===== src/rtl/qc_link_master.sv =====
// Link master that streams state and gate words into a toggle-handshaked compute FSM and reads the result back.
// Optional checksum outputs (chk_sum, chk_valid) are built when QC_LINK_CHECKSUM_EN is defined.
module qc_link_master #(
  parameter int N      = 2,
  parameter int HOLD   = 4,
  parameter int SETTLE = 16
) (
  input  logic        clk,
  input  logic        reset,
  input  logic        cmd_valid,
  output logic        cmd_ready,
  input  logic [7:0]  cmd_gates,
  input  logic        word_valid,
  output logic        word_ready,
  input  logic [15:0] word_data,
  output logic [7:0]  load_temp,
  output logic [7:0]  load_temp2,
  output logic        load_ready,
  output logic [7:0]  new_gate,
  input  logic [7:0]  send_temp,
  input  logic [7:0]  send_temp2,
  output logic        rd_valid,
  input  logic        rd_ready,
  output logic [15:0] rd_data,
  output logic        busy
`ifdef QC_LINK_CHECKSUM_EN
  ,
  output logic [15:0] chk_sum,
  output logic        chk_valid
`endif
);

  localparam int MAX        = 1 << N;
  localparam int WC_W       = $clog2(2*MAX + 255*2*MAX*MAX + 1);
  localparam int RC_W       = $clog2(2*MAX);
  localparam int HW         = $clog2(HOLD + 1);
  localparam int SETTLE_EFF = (SETTLE < 1) ? 1 : SETTLE;
  localparam int SW         = $clog2(SETTLE_EFF + 1);
  localparam logic [WC_W-1:0] STATE_WORDS = WC_W'(2*MAX);
  localparam logic [WC_W-1:0] GATE_WORDS  = WC_W'(2*MAX*MAX);

  typedef enum logic [2:0] {
    ST_IDLE, ST_LD_WAIT, ST_LD_SETUP, ST_LD_HOLD,
    ST_SETTLE, ST_RD_TOGGLE, ST_RD_HOLD, ST_RD_PUSH
  } state_t;

  state_t          state;
  logic [WC_W-1:0] wordCnt;
  logic [WC_W-1:0] wordLast;
  logic [WC_W-1:0] gateLastFirst;
  logic [RC_W-1:0] rdCnt;
  logic [HW-1:0]   holdCnt;
  logic [SW-1:0]   settleCnt;
  logic            newGate;
  logic [7:0]      gEff;

  // A zero gate count still runs one gate.
  always_comb begin
    gEff = (cmd_gates == 8'd0) ? 8'd1 : cmd_gates;
  end

  assign new_gate = {7'b0, newGate};

  always_ff @(posedge clk) begin
    if (reset) begin
      state         <= ST_IDLE;
      wordCnt       <= '0;
      wordLast      <= '0;
      gateLastFirst <= '0;
      rdCnt         <= '0;
      holdCnt       <= '0;
      settleCnt     <= '0;
      newGate       <= 1'b0;
      load_ready    <= 1'b0;
      load_temp     <= 8'd0;
      load_temp2    <= 8'd0;
      rd_data       <= 16'd0;
      rd_valid      <= 1'b0;
      word_ready    <= 1'b0;
      busy          <= 1'b0;
      cmd_ready     <= 1'b1;
`ifdef QC_LINK_CHECKSUM_EN
      chk_sum       <= 16'd0;
      chk_valid     <= 1'b0;
`endif
    end else begin
      case (state)
        ST_IDLE: begin
          newGate <= 1'b0;
`ifdef QC_LINK_CHECKSUM_EN
          chk_valid <= 1'b0;
`endif
          if (cmd_valid) begin
            wordLast      <= STATE_WORDS + WC_W'(gEff) * GATE_WORDS - WC_W'(1);
            gateLastFirst <= STATE_WORDS + (WC_W'(gEff) - WC_W'(1)) * GATE_WORDS;
            wordCnt       <= '0;
            rdCnt         <= '0;
            newGate       <= 1'b1;
            cmd_ready     <= 1'b0;
            busy          <= 1'b1;
            word_ready    <= 1'b1;
            state         <= ST_LD_WAIT;
`ifdef QC_LINK_CHECKSUM_EN
            chk_sum       <= 16'd0;
`endif
          end
        end
        ST_LD_WAIT: begin
          if (word_valid) begin
            {load_temp, load_temp2} <= word_data;
            word_ready <= 1'b0;
            if (wordCnt == gateLastFirst) newGate <= 1'b0;
            state <= ST_LD_SETUP;
          end
        end
        ST_LD_SETUP: begin
          // Even word index = real part = strobe high.
          load_ready <= ~wordCnt[0];
          holdCnt    <= HW'(HOLD - 1);
          state      <= ST_LD_HOLD;
        end
        ST_LD_HOLD: begin
          if (holdCnt != '0) begin
            holdCnt <= holdCnt - HW'(1);
          end else if (wordCnt == wordLast) begin
            settleCnt <= SW'(SETTLE_EFF - 1);
            state     <= ST_SETTLE;
          end else begin
            wordCnt    <= wordCnt + WC_W'(1);
            word_ready <= 1'b1;
            state      <= ST_LD_WAIT;
          end
        end
        ST_SETTLE: begin
          if (settleCnt != '0) settleCnt <= settleCnt - SW'(1);
          else state <= ST_RD_TOGGLE;
        end
        ST_RD_TOGGLE: begin
          load_ready <= ~rdCnt[0];
          holdCnt    <= HW'(HOLD - 1);
          state      <= ST_RD_HOLD;
        end
        ST_RD_HOLD: begin
          if (holdCnt != '0) begin
            holdCnt <= holdCnt - HW'(1);
          end else begin
            rd_data  <= {send_temp, send_temp2};
            rd_valid <= 1'b1;
            state    <= ST_RD_PUSH;
          end
        end
        ST_RD_PUSH: begin
          if (rd_ready) begin
            rd_valid <= 1'b0;
`ifdef QC_LINK_CHECKSUM_EN
            chk_sum  <= chk_sum + rd_data;
`endif
            if (rdCnt == RC_W'(2*MAX - 1)) begin
              busy      <= 1'b0;
              cmd_ready <= 1'b1;
              state     <= ST_IDLE;
`ifdef QC_LINK_CHECKSUM_EN
              chk_valid <= 1'b1;
`endif
            end else begin
              rdCnt <= rdCnt + RC_W'(1);
              state <= ST_RD_TOGGLE;
            end
          end
        end
        default: state <= ST_IDLE;
      endcase
    end
  end

endmodule


===== config.mk =====
export PLATFORM = sky130hd
export DESIGN_NAME = qc_link_master
export DESIGN_NICKNAME = d
export VERILOG_FILES = /design/src/rtl/qc_link_master.sv
export SDC_FILE = /design/constraint.sdc
export NUM_CORES = 1
export LEC_CHECK = 0
export BUFFER_PORTS_ARGS = -buffer_cell sky130_fd_sc_hd__buf_2
export CELL_PAD_IN_SITES_DETAIL_PLACEMENT = 1
export CELL_PAD_IN_SITES_GLOBAL_PLACEMENT = 2
export CORE_ASPECT_RATIO = 0.8
export CORE_UTILIZATION = 33
export CTS_CLUSTER_SIZE = 30
export DETAILED_ROUTE_END_ITERATION = 10
export PLACE_DENSITY = 0.85
export SETUP_SLACK_MARGIN = 0.05
export SLEW_MARGIN = 10
export SYNTH_ARGS = -nofsm -noshare
export SYNTH_HDL_FRONTEND = slang
export SYNTH_SLANG_ARGS = --single-unit

===== constraint.sdc =====
create_clock -name clk -period 5.4 [get_ports clk]
set_clock_uncertainty 0.1 [all_clocks]
set_input_delay 0.81 -clock clk [delete_from_list [all_inputs] [get_ports clk]]
set_output_delay 0.81 -clock clk [all_outputs]
set_load 0.05 [all_outputs]

==> Implementation_results.wiki <==
{| class="wikitable"
! Metric !! Value
|-
| Number of core rows || 35
|-
| Final setup viols || 0
|-
| Count of hold buffers inserted by post-cts repair || 0
|-
| Hold Crit Endpoint || load_temp[0]
|-
| Run status || completed
|-
| Diode count || 0
|-
| Most used cells in the layout excluding fill and tap cells || nand2_1, dfxtp_1, buf_2
|-
| Number of cell instances on the worst register-to-register path || 5
|-
| Reg-to-reg slack, setup || 2.89 ns
|-
| Worst hold-check path type || register to register
|-
| CTS tree || built
|-
| Endpoint of the worst register-to-register path || settleCnt[2]
|-
| Overall fraction of global-route tracks in use || 18.28%
|-
| Final number of max-transition violations || 0
|-
| Clock Tree Buf Depth || 2
|-
| Critical path type || primary input to register
|-
| Mean post-synth cell area || 8.192 um^2
|-
| Starting Density || 33.93%
|-
| Area of the die || 12280 um^2
|-
| Critical path fanouts, max || 4
|-
| Aggregate negative setup slack || 0 ns
|-
| Total I/O pin count || 90
|-
| Headroom to the max-slew limit || 45.35%
|-
| Final worst slack || 2.804 ns
|-
| Post-route DRC violation count || 0
|-
| Vias || 3535
|-
| Placement Setup Slack || 2.446 ns
|-
| Die span in x || 123.7 um
|-
| Launching element type of the critical path || primary input
|-
| # fillers || 1384
|-
| Wirelength, routed || 10340 um
|-
| Yosys warning total || 0
|-
| Area overhead of the layout relative to synthesis || 20.04%
|-
| Final number of hold-violating endpoints || 0
|-
| Port buffer count || 82
|-
| Deepest level of the CTS H-tree || 3
|-
| Final core occ || 40.73%
|-
| Count of cells along the worst hold path || 2
|-
| Netlist Area Pre-Place || 3907 um^2
|-
| Capturing element type of the critical path || register
|-
| Crit path time final || 2.596 ns
|-
| Latest clock arrival within the worst-skew pair || 0.34 ns
|-
| Number of distinct library cell variants in the gate-level netlist after synthesis || 57
|-
| Cell with the biggest individual delay on the critical path || or4_1
|-
| Max capacitance violation total || 0
|-
| Unrepaired setup endpoints after global routing || false
|-
| RD Place Congestion || 0.8193
|-
| CTS root buffer || clkbuf_16
|-
| # resized after CTS || 0
|-
| Die boundary height || 99.33 um
|-
| Hold path startpoint || load_temp[0]
|-
| P_leak || 1.997 nW
|-
| Ordered cell list for the critical path || buf_2 > or4_1 > nor4_1 > nor2_1 > ha_1 > nor3b_1 > nand2_1 > xor2_1 > a211oi_1
|-
| Routed wire length per instance || 14.83 um
|-
| Sequential cell area || 1642 um^2
|-
| CP peak stage delay || 0.59 ns
|-
| Synth Register Bits || 82
|-
| Number of instances in the synthesized netlist || 477
|-
| Net count, final || 599
|-
| Number of nets with antenna violations after routing || 0
|-
| CTS Sinks || 82
|-
| Antenna violations before repair || 0
|-
| Worst slack on hold paths || 0.3548 ns
|-
| Areal power density over the cells || 338.1 nW/um^2
|-
| Worst reg2reg startpoint || state[2]
|-
| Via count normalized by instance count || 5.072
|-
| Most common library cell in the layout ignoring fill and taps || nand2_1
|-
| Global route total overflow || 0
|-
| Maximum operating frequency || 0.3851 GHz
|-
| Share of final-layout standard cells stronger than drive strength 1 || 20.58%
|-
| Via count of the first global-routing pass || 3587
|-
| Highest ir drop seen on vdd || 0.0001251 V
|-
| Proportion of synthesized flip-flops having asynchronous set or reset || 0%
|-
| Endpoint arrival time on the critical path || 2.68 ns
|-
| Predominant post-synthesis flop cell || dfxtp_1
|-
| Slew at the pin closest to its max-slew limit || 0.8198 ns
|-
| Total iterations of the first detailed-routing run || 4
|-
| WP data required || 5.48 ns
|-
| Post-route fraction of the period consumed by the critical path || 48.08%
|-
| First-pass GRT wire length || 17500 um
|-
| Final HPWL from detailed placement || 7502 um
|-
| Worst path top cell family by delay || simple AND/OR/NAND/NOR gates
|-
| Core box area || 11520 um^2
|-
| Number of setup buffers added after CTS || 0
|-
| Multi-input gate area || 2069 um^2
|-
| Cts bufs inserted || 9
|-
| Share of synthesized area occupied by flip-flops and latches || 42.01%
|-
| Largest net degree at the start of global routing || 45
|-
| Clock Pin Slew Worst Setup and Hold Paths || 0.06 ns
|-
| Critical path buffers and inverters || 1
|-
| Number of synthesized flops with an enable pin || 0
|-
| Iter 0 DRT Violations || 152
|}
## synth_stat cells, types with 2 or more instances
cell type,number,area (um^2)
a211oi_1,8,60.06
a21oi_1,52,260.3
a221oi_1,2,17.52
a311oi_1,4,35.03
a31o_2,3,26.28
a31oi_1,6,37.54
and2_1,5,31.28
and3_1,3,18.77
buf_1,2,7.510
buf_2,2,10.01
buf_4,9,67.56
clkbuf_1,20,75.07
dfxtp_1,82,1642
ha_1,9,112.6
inv_1,12,45.04
mux2i_1,11,110.1
nand2_1,100,375.4
nand2b_1,2,12.51
nand3_1,10,50.05
nand4_1,10,62.56
nor2_1,30,112.6
nor2b_1,3,18.77
nor3_1,12,60.06
nor3b_1,2,15.01
nor4_1,7,43.79
o21ai_0,7,35.03
or3_1,9,56.30
or3b_2,3,26.28
xnor2_1,5,43.79
xor2_1,20,175.2
## worst max path at each step
stage / startpoint / to / slack [ns] / depth (start not counted)
2_1_floorplan: cmd_gates[3] / gateLastFirst[11] / 2.77 / 8
3_3_place_gp: cmd_gates[3] / gateLastFirst[11] / 2.50 / 9
3_5_place_dp: cmd_gates[3] / gateLastFirst[11] / 2.45 / 9
4_1_cts: cmd_gates[3] / gateLastFirst[11] / 2.80 / 9
5_1_grt: cmd_gates[3] / gateLastFirst[9] / 2.59 / 8
6_report: cmd_gates[3] / gateLastFirst[11] / 2.80 / 9
## sequential cells by signal, indices dropped and copies added (netlist names)
signal / flops
state: 3
load_temp2: 8
busy: 1
load_ready: 1
word_ready: 1
rdCnt: 3
wordLast: 9
gateLastFirst: 8
settleCnt: 5
newGate: 1
rd_valid: 1
holdCnt: 3
wordCnt: 13
rd_data: 16
load_temp: 8
cmd_ready: 1
## per-stage QoR
stage,power (mW),instance area (um^2),std cells
floorplan,0.8808,3930,483
global placement,0.9445,4382,682
detailed placement,0.9513,4382,682
CTS,1.607,4691,697
global route,1.669,4691,697
finish,1.586,4691,697
## power breakdown
group	leakage (nW)	switching [mW]	internal [mW]
combinational	1.18	0.176	0.0893
sequential	0.666	0.0328	0.638
clock	0.146	0.245	0.404
total	2.00	0.454	1.13
## routing by layer
layer,part of all wire [%],up-vias,global-route usage [%]
met5,0,-,0
met4,1.0,0,6.117
met3,5.6,9,5.103
met2,46,67,28.12
met1,48,1689,24.48
li1,-,1770,-
## worst reg2reg max path, stage by stage, from the launching register on
cell and delay, ns:
dfxtp_1 0.70, or3b_2 0.55, a21oi_1 0.48, o21ai_0 0.16
and3b_1 0.21, a311oi_1 0.22
## cells by family (layout without fill, tap and decap cells)
family,count (synthesis),after routing,share of synthesized area [%]
AND/OR/NAND/NOR,206,206,24.91
adder cells (fa/ha/maj),10,10,3.138
multiplexers,11,11,2.818
other,1,7,0.09597
flip-flops,82,82,42.01
AO/OA/AOI/OAI,95,95,15.59
XOR/XNOR,25,25,5.604
buffers and inverters,47,113,5.828
## final cells by class
class / instances / area share (%)
Inverter: 12 / 0.9603
Clock inverter: 4 / 1.627
Timing Repair Buffer: 86 / 9.389
Clock buffer: 11 / 4.961
Tap cell: 148 / 3.948
Sequential cell: 82 / 35.00
Multi-Input combinational cell: 354 / 44.12
Note: power is estimated with default switching activity, not from simulation.
